## config.mk

```make
export PLATFORM = sky130hd
export DESIGN_NAME = decryption_unit_spi_if
export DESIGN_NICKNAME = d
export VERILOG_FILES = /design/src/rtl/decryption_unit_spi_if_pkg.sv /design/src/rtl/aes_spi_shift_reg.sv /design/src/rtl/decryption_unit_spi_if.sv
export SDC_FILE = /design/constraint.sdc
export NUM_CORES = 1
export LEC_CHECK = 0
export BUFFER_PORTS_ARGS = -buffer_cell sky130_fd_sc_hd__buf_2
export CORE_MARGIN = 5
export CORE_UTILIZATION = 40
export DETAILED_ROUTE_END_ITERATION = 8
export GPL_ROUTABILITY_DRIVEN = 0
export PLACE_DENSITY = 0.7
export REMOVE_ABC_BUFFERS = 1
export SYNTH_ARGS = -nofsm -noshare
export SYNTH_HDL_FRONTEND = slang
export SYNTH_SLANG_ARGS = --single-unit
```

## constraint.sdc

```tcl
create_clock -name clk -period 2.4 [get_ports clk]
set_input_delay 0.6 -clock clk [delete_from_list [all_inputs] [get_ports clk]]
set_output_delay 0.6 -clock clk [all_outputs]
set_load 0.01 [all_outputs]
```

## src/rtl/decryption_unit_spi_if_pkg.sv

```systemverilog
// Shared definitions for the decryption-side serial responder.
//   - state_t   : FSM state encoding (IDLE..HOLD, 3 bits)
//   - MARKER    : value driven on Miso for the one-cycle start marker
//   - data_width/key_width : DW/KW derivation from nb/nk (32-bit words)
package decryption_unit_spi_if_pkg;

    typedef enum logic [2:0] {
        S_IDLE   = 3'd0,
        S_RX_CT  = 3'd1,
        S_RX_KEY = 3'd2,
        S_START  = 3'd3,
        S_WAIT   = 3'd4,
        S_MARK   = 3'd5,
        S_TX     = 3'd6,
        S_HOLD   = 3'd7
    } state_t;

    localparam logic MARKER = 1'b1;

    function automatic int data_width(input int nb);
        return 32 * nb;
    endfunction

    function automatic int key_width(input int nk);
        return 32 * nk;
    endfunction

    function automatic int max2(input int a, input int b);
        return (a > b) ? a : b;
    endfunction

endpackage

```

## src/rtl/aes_spi_shift_reg.sv

```systemverilog
// W-bit shift register used both as the serial-in receiver and as the
// parallel-load serial-out transmit register.
//   clk, rst   : clock, synchronous active-high reset (clears contents)
//   load       : parallel load of load_data (wins over shift)
//   shift      : shift left by one, shift_in enters at bit 0
//   q          : full register contents
//   msb        : q[W-1], the serial-out tap
module aes_spi_shift_reg #(
    parameter int W = 128
) (
    input  logic         clk,
    input  logic         rst,
    input  logic         load,
    input  logic [W-1:0] load_data,
    input  logic         shift,
    input  logic         shift_in,
    output logic [W-1:0] q,
    output logic         msb
);

    always_ff @(posedge clk) begin
        if (rst)
            q <= '0;
        else if (load)
            q <= load_data;
        else if (shift)
            q <= {q[W-2:0], shift_in};
    end

    assign msb = q[W-1];

endmodule

```

## src/rtl/decryption_unit_spi_if.sv

```systemverilog
// Serial responder front-end for the AES inverse-cipher core.
// Receives DW-bit ciphertext then KW-bit key MSB-first on Mosi while cs_dec
// is low, pulses core_start, waits for core_done, then returns a start
// marker followed by the DW-bit plaintext MSB-first on Miso.
//   clk, rst            : clock, synchronous active-high reset
//   cs_dec              : active-low frame select
//   Mosi / Miso         : serial in / registered serial out
//   core_ct, core_key   : operands to the core, stable from start to done
//   core_start          : one-cycle start pulse
//   core_pt, core_done  : plaintext and one-cycle completion pulse
//   busy                : high whenever the FSM is not idle
module decryption_unit_spi_if
    import decryption_unit_spi_if_pkg::*;
#(
    parameter int nk = 4,
    parameter int nb = 4,
    parameter int nr = 10
) (
    input  logic                    clk,
    input  logic                    rst,
    input  logic                    cs_dec,
    input  logic                    Mosi,
    output logic                    Miso,
    output logic [32*nb-1:0]        core_ct,
    output logic [32*nk-1:0]        core_key,
    output logic                    core_start,
    input  logic [32*nb-1:0]        core_pt,
    input  logic                    core_done,
    output logic                    busy
);

    localparam int DW = data_width(nb);
    localparam int KW = key_width(nk);
    localparam int CW = $clog2(max2(DW, KW));

    // IDLE already captures the first ciphertext bit, so RX_CT needs DW-1 more.
    localparam logic [CW-1:0] CT_LAST  = CW'(DW - 2);
    localparam logic [CW-1:0] KEY_LAST = CW'(KW - 1);
    localparam logic [CW-1:0] TX_LAST  = CW'(DW - 1);

    // nr only matters to the core; reject unsupported shapes at elaboration.
    if (!(nk == 4 || nk == 6 || nk == 8) || nb < 1 || nr < 1) begin : g_bad_param
        $error("decryption_unit_spi_if: unsupported nk/nb/nr");
    end

    state_t          state;
    logic [CW-1:0]   bit_cnt;
    logic            miso_q;
    logic            start_q;

    logic [DW+KW-1:0] rx_q;
    logic             rx_msb;
    logic [DW-1:0]    tx_q;
    logic             tx_msb;
    logic             rx_shift, tx_load, tx_shift;
    logic             unused_taps;

    // Shift enables are gated by cs_dec so an aborting edge never moves data.
    assign rx_shift = !cs_dec && (state == S_IDLE || state == S_RX_CT || state == S_RX_KEY);
    assign tx_load  = !cs_dec && (state == S_WAIT) && core_done;
    assign tx_shift = !cs_dec && (state == S_MARK || state == S_TX);

    // Ciphertext then key arrive as one continuous MSB-first stream.
    aes_spi_shift_reg #(.W(DW + KW)) u_rx (
        .clk       (clk),
        .rst       (rst),
        .load      (1'b0),
        .load_data ('0),
        .shift     (rx_shift),
        .shift_in  (Mosi),
        .q         (rx_q),
        .msb       (rx_msb)
    );

    aes_spi_shift_reg #(.W(DW)) u_tx (
        .clk       (clk),
        .rst       (rst),
        .load      (tx_load),
        .load_data (core_pt),
        .shift     (tx_shift),
        .shift_in  (1'b0),
        .q         (tx_q),
        .msb       (tx_msb)
    );

    assign unused_taps = ^{rx_msb, tx_q};

    always_ff @(posedge clk) begin
        if (rst) begin
            state   <= S_IDLE;
            bit_cnt <= '0;
            miso_q  <= 1'b0;
            start_q <= 1'b0;
        end else begin
            start_q <= 1'b0;
            miso_q  <= 1'b0;
            if (cs_dec && state != S_IDLE && state != S_HOLD) begin
                // Deselect mid-frame drops everything, even on the last bit.
                state   <= S_IDLE;
                bit_cnt <= '0;
            end else begin
                case (state)
                    S_IDLE: begin
                        bit_cnt <= '0;
                        if (!cs_dec) state <= S_RX_CT;
                    end
                    S_RX_CT: begin
                        if (bit_cnt == CT_LAST) begin
                            state   <= S_RX_KEY;
                            bit_cnt <= '0;
                        end else begin
                            bit_cnt <= bit_cnt + CW'(1);
                        end
                    end
                    S_RX_KEY: begin
                        if (bit_cnt == KEY_LAST) begin
                            state   <= S_START;
                            bit_cnt <= '0;
                            start_q <= 1'b1;
                        end else begin
                            bit_cnt <= bit_cnt + CW'(1);
                        end
                    end
                    S_START: begin
                        state   <= S_WAIT;
                        bit_cnt <= '0;
                    end
                    S_WAIT: begin
                        if (core_done) begin
                            state  <= S_MARK;
                            miso_q <= MARKER;
                        end
                    end
                    S_MARK: begin
                        state   <= S_TX;
                        bit_cnt <= '0;
                        miso_q  <= tx_msb;
                    end
                    S_TX: begin
                        // Last TX cycle already shows pt[0]; drop Miso on exit.
                        if (bit_cnt == TX_LAST) begin
                            state   <= S_HOLD;
                            bit_cnt <= '0;
                        end else begin
                            miso_q  <= tx_msb;
                            bit_cnt <= bit_cnt + CW'(1);
                        end
                    end
                    S_HOLD: begin
                        bit_cnt <= '0;
                        if (cs_dec) state <= S_IDLE;
                    end
                    default: begin
                        state   <= S_IDLE;
                        bit_cnt <= '0;
                    end
                endcase
            end
        end
    end

    assign Miso       = miso_q;
    assign core_start = start_q;
    assign busy       = (state != S_IDLE);
    assign core_ct    = rx_q[DW+KW-1:KW];
    assign core_key   = rx_q[KW-1:0];

endmodule

```

* Yosys cells after proc, flatten, opt, wreduce, memory -nomap -nowiden
Index checks and enable logic that the tools add are counted.
** Word-level totals
- Output and inout bits :: 259
- Input port bits :: 133
- Bits in registers :: 396
** Operators by class
- Muxes and demuxes :: 16
- Equality and inequality tests :: 16
- $add $sub $neg :: 1
- Reductions and logical operators :: 19
- Bitwise operators :: 1
** Operators with widths (number)
- 2-to-1 mux 128 bit :: 2
- case mux 3 bit (8 select lines) :: 1
- case mux 7 bit (3 select lines) :: 1
- 2-to-1 mux 3 bit :: 6
- equality test 7 bit (second input constant) :: 2
- 2-to-1 mux 7 bit :: 2
- equality test 3 bit (second input constant) :: 4
- adder 7 x 1 -> 7 bit (second input constant) :: 1
- equality test 3 x 2 -> 1 bit (second input constant) :: 2
- logical AND 1 bit :: 6
- inequality test 2 x 1 -> 1 bit (second input constant) :: 3
- inequality test 2 bit (second input constant) :: 3
- AND reduction 6 bit :: 1
- nonzero test 3 bit :: 2
- OR reduction 2 bit :: 2
- OR reduction 4 bit :: 1
- equality test 3 x 1 -> 1 bit (second input constant) :: 1
- logical NOT 3 bit :: 1
- logical OR 1 bit :: 3
- 2-to-1 mux 1 bit :: 3
- inequality test 3 bit (second input constant) :: 1
- case mux 1 bit (3 select lines) :: 1
- OR reduction 3 bit :: 1
- nonzero test 2 bit :: 1
- other kinds (2) :: 2

* Logic depth before layout (Yosys ltp)
Gate-level depths: netlist (run 1).
- Depth after elaboration :: 5
- Depth in mapped cells :: 8
- Mapped depth without buffers :: 5

* By module
A second synthesis (run 1) with hierarchy kept.
** Second synthesis, totals
- Cell total of the unflattened synthesis :: 1806
- Area total of the unflattened synthesis :: 20616.0 um^2
** Modules (own cells, without submodules)
- aes_spi_shift_reg at u_rx :: area each 13145.1 um^2, cells an instance 1139, instances 1
- aes_spi_shift_reg at u_tx :: area each 6666.4 um^2, cells an instance 570, instances 1
- decryption_unit_spi_if :: area each 804.5 um^2, cells an instance 97, instances 1

* Least setup slack after synthesis (run 1)
Ideal clock, no wire load.
- Path type :: input-to-reg
- From :: input port cs_dec
- To :: register u_tx.q[45]
- Arrival time :: 1844 ps
- Stages on the path :: 6
- Path buffers :: 3
- Data required time :: 2319 ps
- Path slack :: 474 ps
- Cell sequence :: clkbuf_1 > nor4b_2 > buf_2 > clkbuf_1 > nor2_1 > a211oi_2
** On the way
- Word-level cells in the longest chain between the ends :: 4
- Elaborated cells between the ends (all ways) :: 6
** Ends and longest elaborated chain
- from (decl) :: RTL line decryption_unit_spi_if.sv:21 : input logic cs_dec,
- logical NOT 1 bit (*)
- logical AND 1 bit (2 in a row) :: RTL line decryption_unit_spi_if.sv:60 : assign tx_load = !cs_dec && (state == S_WAIT) && core_done;
- 2-to-1 mux 128 bit / nonzero test 2 bit (equally long branches)
- to (signal assigned) :: RTL line aes_spi_shift_reg.sv:25 : q <= load_data;
- to (signal assigned) :: RTL line aes_spi_shift_reg.sv:27 : q <= {q[W-2:0], shift_in};
- to (decl) :: RTL line aes_spi_shift_reg.sv:17 : output logic [W-1:0] q,
Every way passes the cells marked *; elsewhere a longest branch is shown, timed or not.
A chain may end at the register's enable or synchronous reset.

* Worst setup path in the final report (run 1)
- From :: register state[1]
- To :: output port busy
** On the way
- Word-level cells in the longest chain between the ends :: 1
** Ends and longest elaborated chain
- from (decl) :: RTL line decryption_unit_spi_if.sv:46 : state_t state;
- from (signal assigned) :: RTL line decryption_unit_spi_if.sv:90 : state <= S_IDLE;
- from (signal assigned) :: RTL line decryption_unit_spi_if.sv:99 : state <= S_IDLE;
- from (signal assigned) :: RTL line decryption_unit_spi_if.sv:105 : if (!cs_dec) state <= S_RX_CT;
- nonzero test 3 bit :: RTL line decryption_unit_spi_if.sv:164 : assign busy = (state != S_IDLE);
- to (decl) :: RTL line decryption_unit_spi_if.sv:29 : output logic busy
Every way passes these cells.

==> results of run 1 <==
[cells in the mapped netlist (2+ instances only)]
library cell  number
a211oi_1          25
ha_1               2
and2_1             3
inv_1              2
nand2b_1           3
a211oi_2         103
a311oi_1           2
nor2_1           131
nor3_1             7
clkbuf_1          97
buf_1              4
a31oi_1            3
buf_4              2
o2111ai_1          2
nand3_1            7
o211ai_1           3
o21ai_0            5
mux2i_1          127
dfxtp_1          396
nand2_1          520
nor2b_1            3
a21oi_1          264
buf_12            14
buf_2             33
[layout by cell type (no fill, tap or decap), types with 2 or more instances in the layout]
cell type	count
a311oi_1	2
nand2b_1	2
buf_4	37
clkbuf_1	7
a31oi_1	3
a211oi_1	25
dfxtp_1	396
clkinv_8	2
a21oi_1	264
nand2_1	520
inv_1	2
o21ai_0	5
o2111ai_1	2
clkbuf_8	11
and2_1	3
nor3_1	6
clkinv_2	2
buf_2	390
a211oi_2	103
nor2b_1	3
ha_1	2
nor2_1	131
nand3_1	7
o211ai_1	3
mux2i_1	127
buf_12	18
inv_6	2
clkbuf_16	43
[final timing paths]
kind,from,end,slack (ns)
hold / removal,core_pt[0],u_tx.q[0],0.28
hold reg to reg,u_rx.q[68],u_rx.q[69],0.45
setup reg to reg,state[1],u_tx.q[4],0.31
setup / recovery,state[1],busy,0.15
[through the flow]
step	hold WS, ns	util (%)	setup TNS, ns	cells
detailed placement	0.456	46.8	0	2591
CTS	0.240	50.2	0	2658
floorplan	0.444	-	-4473.00	1627
global route	0.259	50.2	0	2658
global placement	0.441	46.8	0	2591
finish	0.284	50.2	0	2658
[tightest hold or removal path, cell delays in order]
cell	delay (ns)
buf_2	0.10
nand2_1	0.05
a21oi_1	0.05
[flip-flops by register name (all words and copies together) (netlist names)]
signal,flops
u_rx.q,256
u_tx.q,128
bit_cnt,7
state,3
Miso,1
core_start,1
[kinds of logic after synthesis]
kind of cell / after synthesis / share of synthesized area [%]
DFF: 396 / 50.4
xor gates and xnor gates: 1 / 0.0557
and+or+nand+nor: 685 / 17.0
muxes: 127 / 8.09
adders and majority gates: 2 / 0.159
buffers and inverters: 153 / 5.46
AOI/OAI and AO/OA: 414 / 18.8
[final cells by class]
class	instances	area (sq um)	share of cell area, %
Sequential cell	396	7930	40.7
Clock buffer	61	1250	6.44
Clock inverter	6	60.1	0.309
Multi-Input combinational cell	1229	6950	35.7
Inverter	2	7.51	0.0386
Tap cell	518	648	3.33
Timing Repair Buffer	446	2610	13.4
[metal layers]
layer | GRT usage (%) | vias to the layer above | routed length [um]
li1 | - | 6646 | -
met2 | 29.9 | 396 | 19700
met5 | 0 | - | 0
met3 | 6.07 | 56 | 3490
met4 | 5.12 | 0 | 848
met1 | 24.0 | 6257 | 18500
[power by group through the flow]
stage                     Combinational [mW]  Clock (mW)  Sequential (mW)
after CTS                              0.592        6.39             6.61
after detailed placement               0.589           0             6.75
after global routing                   0.641        6.66             6.61
final                                  0.592        6.20             6.61
after floorplan                        0.192           0             6.75
after global placement                 0.584           0             6.75
==> flow_summary.yaml, run 1 <==
power:
  switching_share_pct: 22.5
  clock_power_share_pct: 46.3
  sequentialPowerShare_pct: 49.3
  p_int_mw: 10.4
  switchingPower_mw: 3.02
  pwr-share-comb_pct: 4.4
  powerDensity_mw_per_mm2: 689
  p_leak_nw: 7.08
  finalPower_mw: 13.4
  ir_drop_uv: 757
logic_synthesis:
  seq_area_frac_synth_pct: 50.4
  dominantRegCellSynth: "dfxtp_1"
  synthCells: 1778
  yosys.area.top_type: "dfxtp_1"
  synth_edf_count: 0
  synth_cell_types: 44
  synth_seq_cells: 396
  synth_async_sr_flop_share_pct: 0
  synth_area_per_cell_sq_um: 8.84
  synth_area_sq_mm: 0.0157
  synth_top_area_share_pct: 50.4
  ys_top_cells_by_area: "dfxtp_1 (50%), nand2_1 (12%), a21oi_1 (8.4%), a211oi_2 (8.2%), mux2i_1 (8.1%)"
  yosysWarnings: 0
placement:
  place_area_sq_mm: 0.0181
  dp_hpwl_um: 30000
  pre_cts_ws_ns: 0.155
  io_buffers: 391
sta:
  setup_viol: 0
  hold_viol: 0
  timing.fmax_mhz: 444
  worstMarginPinSlew_ns: 0.712
  max_slew_margin_pct: 52.3
  finalCritPeriodShare_pct: 93.9
  clock_skew_ns: 0.0263
  finalMaxSlewViolations: 0
  setup_ws_ns: 0.147
  period_needed_ns: 2.25
  rsz0062_at_grt: "no"
min_path:
  holdPathStages: 3
  min_path_type: "input pin to register"
setup_path:
  critPathRequiredTime_ns: 1.80
  rr_worst_depth: 5
  path_cells: "or3_1, buf_2"
  arrival_ns: 1.65
  worstSetupPathType: "register to primary output"
  cp_num_cells: 2
  cp_max_fo: 17
  critPathLaunchType: "register"
  critPathMaxStageDelay_ns: 0.48
  endpoint_kind: "primary output"
  critPathSlowestCell: "dfxtp_1"
  crit_family: "flip-flops"
  worst-path-buf-inv: 1
finish:
  n_fill_cell: 3553
  stdcell_area_sq_mm: 0.0195
  syn_to_final_growth_pct: 23.8
  fin_nets: 2252
  antenna-diode-count: 0
  drive_gt1_share_pct: 28.8
floorplanning:
  coreArea_sq_mm: 0.0387
  start_util_pct: 40.6
  die_h_um: 208
  boundaryPins: 392
  num_rows: 72
  die_w_um: 208
  dieArea_sq_mm: 0.0434
drt:
  wire_per_inst_um: 16.0
  vias: 13400
  post-route-drc-count: 0
  ant_nets: 0
  first_pass_iters: 5
  drtIter0Drc: 852
  via_per_inst: 5.02
  wl_um: 42600
run_status:
  outcome: "finished clean"
global_route:
  antenna_found_initial: 0
  grt.overflow.total: 0
  grt_pass1_vias: 12600
  grt_max_degree: 132
  grt_pass1_wl_um: 67700
  track_usage_pct: 18.5
clock_network:
  cts_tree: "done"
  cts_buffers: 42
  cts_root_buf: "clkbuf_16"
  clk_latency_ns: 0.56
  h-tree-depth: 2
  hold_buffers: 0
  cts_setup_buffers: 0
  clock-sinks: 396
  clk_pin_slew_ns: 0.06
  cts.repair.resized: 0
  clockBufferDepth: 3
job:
  drv_cap: 0
Note: power is estimated with default switching activity, not from simulation.
==> run 2: changes to the inputs <==
Settings changed: PLACE_DENSITY 0.7 to 0.68, SYNTH_HIERARCHICAL set to 1.
==> flow_summary.yaml, run 2 <==
job:
  drv_cap: 0
drt:
  ant_nets: 0
  post-route-drc-count: 0
  wl_um: 51100
  first_pass_iters: 4
  drtIter0Drc: 563
  via_per_inst: 4.80
  wire_per_inst_um: 16.5
  vias: 14900
clock_network:
  hold_buffers: 0
  clk_pin_slew_ns: 0.06
  clk_latency_ns: 0.57
  cts_buffers: 45
  cts_setup_buffers: 0
  clock-sinks: 396
  cts_root_buf: "clkbuf_16"
  cts_tree: "done"
  h-tree-depth: 2
  cts.repair.resized: 0
  clockBufferDepth: 3
global_route:
  grt_max_degree: 257
  grt_pass1_vias: 14900
  antenna_found_initial: 1
  grt.overflow.total: 0
  track_usage_pct: 17.2
  grt_pass1_wl_um: 80800
finish:
  final_util_pct: 49.2
  fin_nets: 2515
  layout_common_cells: "dfxtp_1 (396), buf_2 (390), nor2b_1 (387), mux2i_1 (385), a211oi_2 (323)"
  instances_no_fill: 3092
  largest_registers: "u_rx/q x256, u_tx/q x128, bit_cnt x7"
  largest_register_ffs: 256
  syn_to_final_growth_pct: 22.3
  stdcell_area_sq_mm: 0.0252
  top_register: "u_rx/q"
  drive_gt1_share_pct: 35.1
  n_fill_cell: 4694
  layout_commonest_cell: "dfxtp_1"
floorplanning:
  start_util_pct: 40.3
  coreArea_sq_mm: 0.0512
  die_h_um: 237
  die_w_um: 237
  num_rows: 83
  dieArea_sq_mm: 0.0562
  boundaryPins: 392
sta:
  finalMaxSlewViolations: 0
  tns_ns: 0
  timing.fmax_mhz: 464
  period_needed_ns: 2.15
  setup_ws_ns: 0.246
  hold_viol: 0
  finalCritPeriodShare_pct: 89.8
  setup_viol: 0
  rsz0062_at_grt: "no"
  max_slew_margin_pct: 60.1
  timing.hold.ws_ns: 0.339
  worstMarginPinSlew_ns: 0.599
  clock_skew_ns: 0.0120
logic_synthesis:
  yosysWarnings: 6
  synthCells: 1805
  synth_area_sq_mm: 0.0206
  synth_area_per_cell_sq_um: 11.4
min_path:
  min_path_type: "input pin to register"
setup_path:
  cp_max_fo: 11
  worstSetupPathType: "register to primary output"
  critPathRequiredTime_ns: 1.80
  arrival_ns: 1.55
  critPathLaunchType: "register"
  endpoint_kind: "primary output"
placement:
  dp_cells: 3013
  io_buffers: 391
  pre_cts_ws_ns: 0.261
  place_area_sq_mm: 0.0237
  dp_hpwl_um: 35000
power:
  powerDensity_mw_per_mm2: 655
  finalPower_mw: 16.5
  p_leak_nw: 10.7
  ir_drop_uv: 534
run_status:
  outcome: "finished clean"
==> run 2: cell types whose count changed in the layout (fill, tap and decap cells not counted), moves of 5 or more <==
| cell | delta |
|---|---|
| nor2_1 | -124 |
| a211oi_1 | +37 |
| conb_1 | +262 |
| a211oi_2 | +220 |
| buf_4 | -8 |
| mux2i_1 | +258 |
| nor2b_1 | +384 |
| nand2_1 | -512 |
| clkinv_2 | +5 |
| bufinv_16 | +5 |
| a21oi_1 | -259 |
==> run 2: path summary, 6_finish.rpt <==
| kind | to | from | slack, ns | depth (start not counted) |
|---|---|---|---|---|
| max | busy | state[2] | 0.25 | 4 |
| min | u_tx/q[2] | core_pt[2] | 0.34 | 3 |
| min reg2reg | bit_cnt[6] | bit_cnt[6] | 0.48 | 1 |
| max reg2reg | u_rx/q[194] | state[1] | 0.28 | 6 |
==> run 2: final cells by class <==
class	count	area (sq um)	area share [%]
multi-input cells	1490	12300	48.7
flip-flops and latches	396	7930	31.4
repair buffers	442	2630	10.4
clock buffers	63	1310	5.18
well taps	680	851	3.37
clock inverters	15	209	0.829
inverters	5	23.8	0.0943
diodes	1	2.50	0.00993
==> run 2: metal layers <==
metal	vias up	track usage [%]	part of all wire, %
met5	-	0	0
met4	0	4.43	2.0
li1	7463	-	-
met1	6980	21.6	43
met3	69	6.99	9.4
met2	340	27.7	45
==> run 2: critical path, cell delays in order (launching register included) <==
cell,delay (ns)
dfxtp_1,0.33
buf_4,0.19
nor3_4,0.23
inv_2,0.09
buf_2,0.15
==> run 2: report_power, final <==
group          leakage, nW  internal [mW]  switching [mW]  total (mW)
Combinational         6.74          0.967            1.30        2.26
Clock                0.743           4.32            2.74        7.06
Sequential            3.26           6.91           0.283        7.20
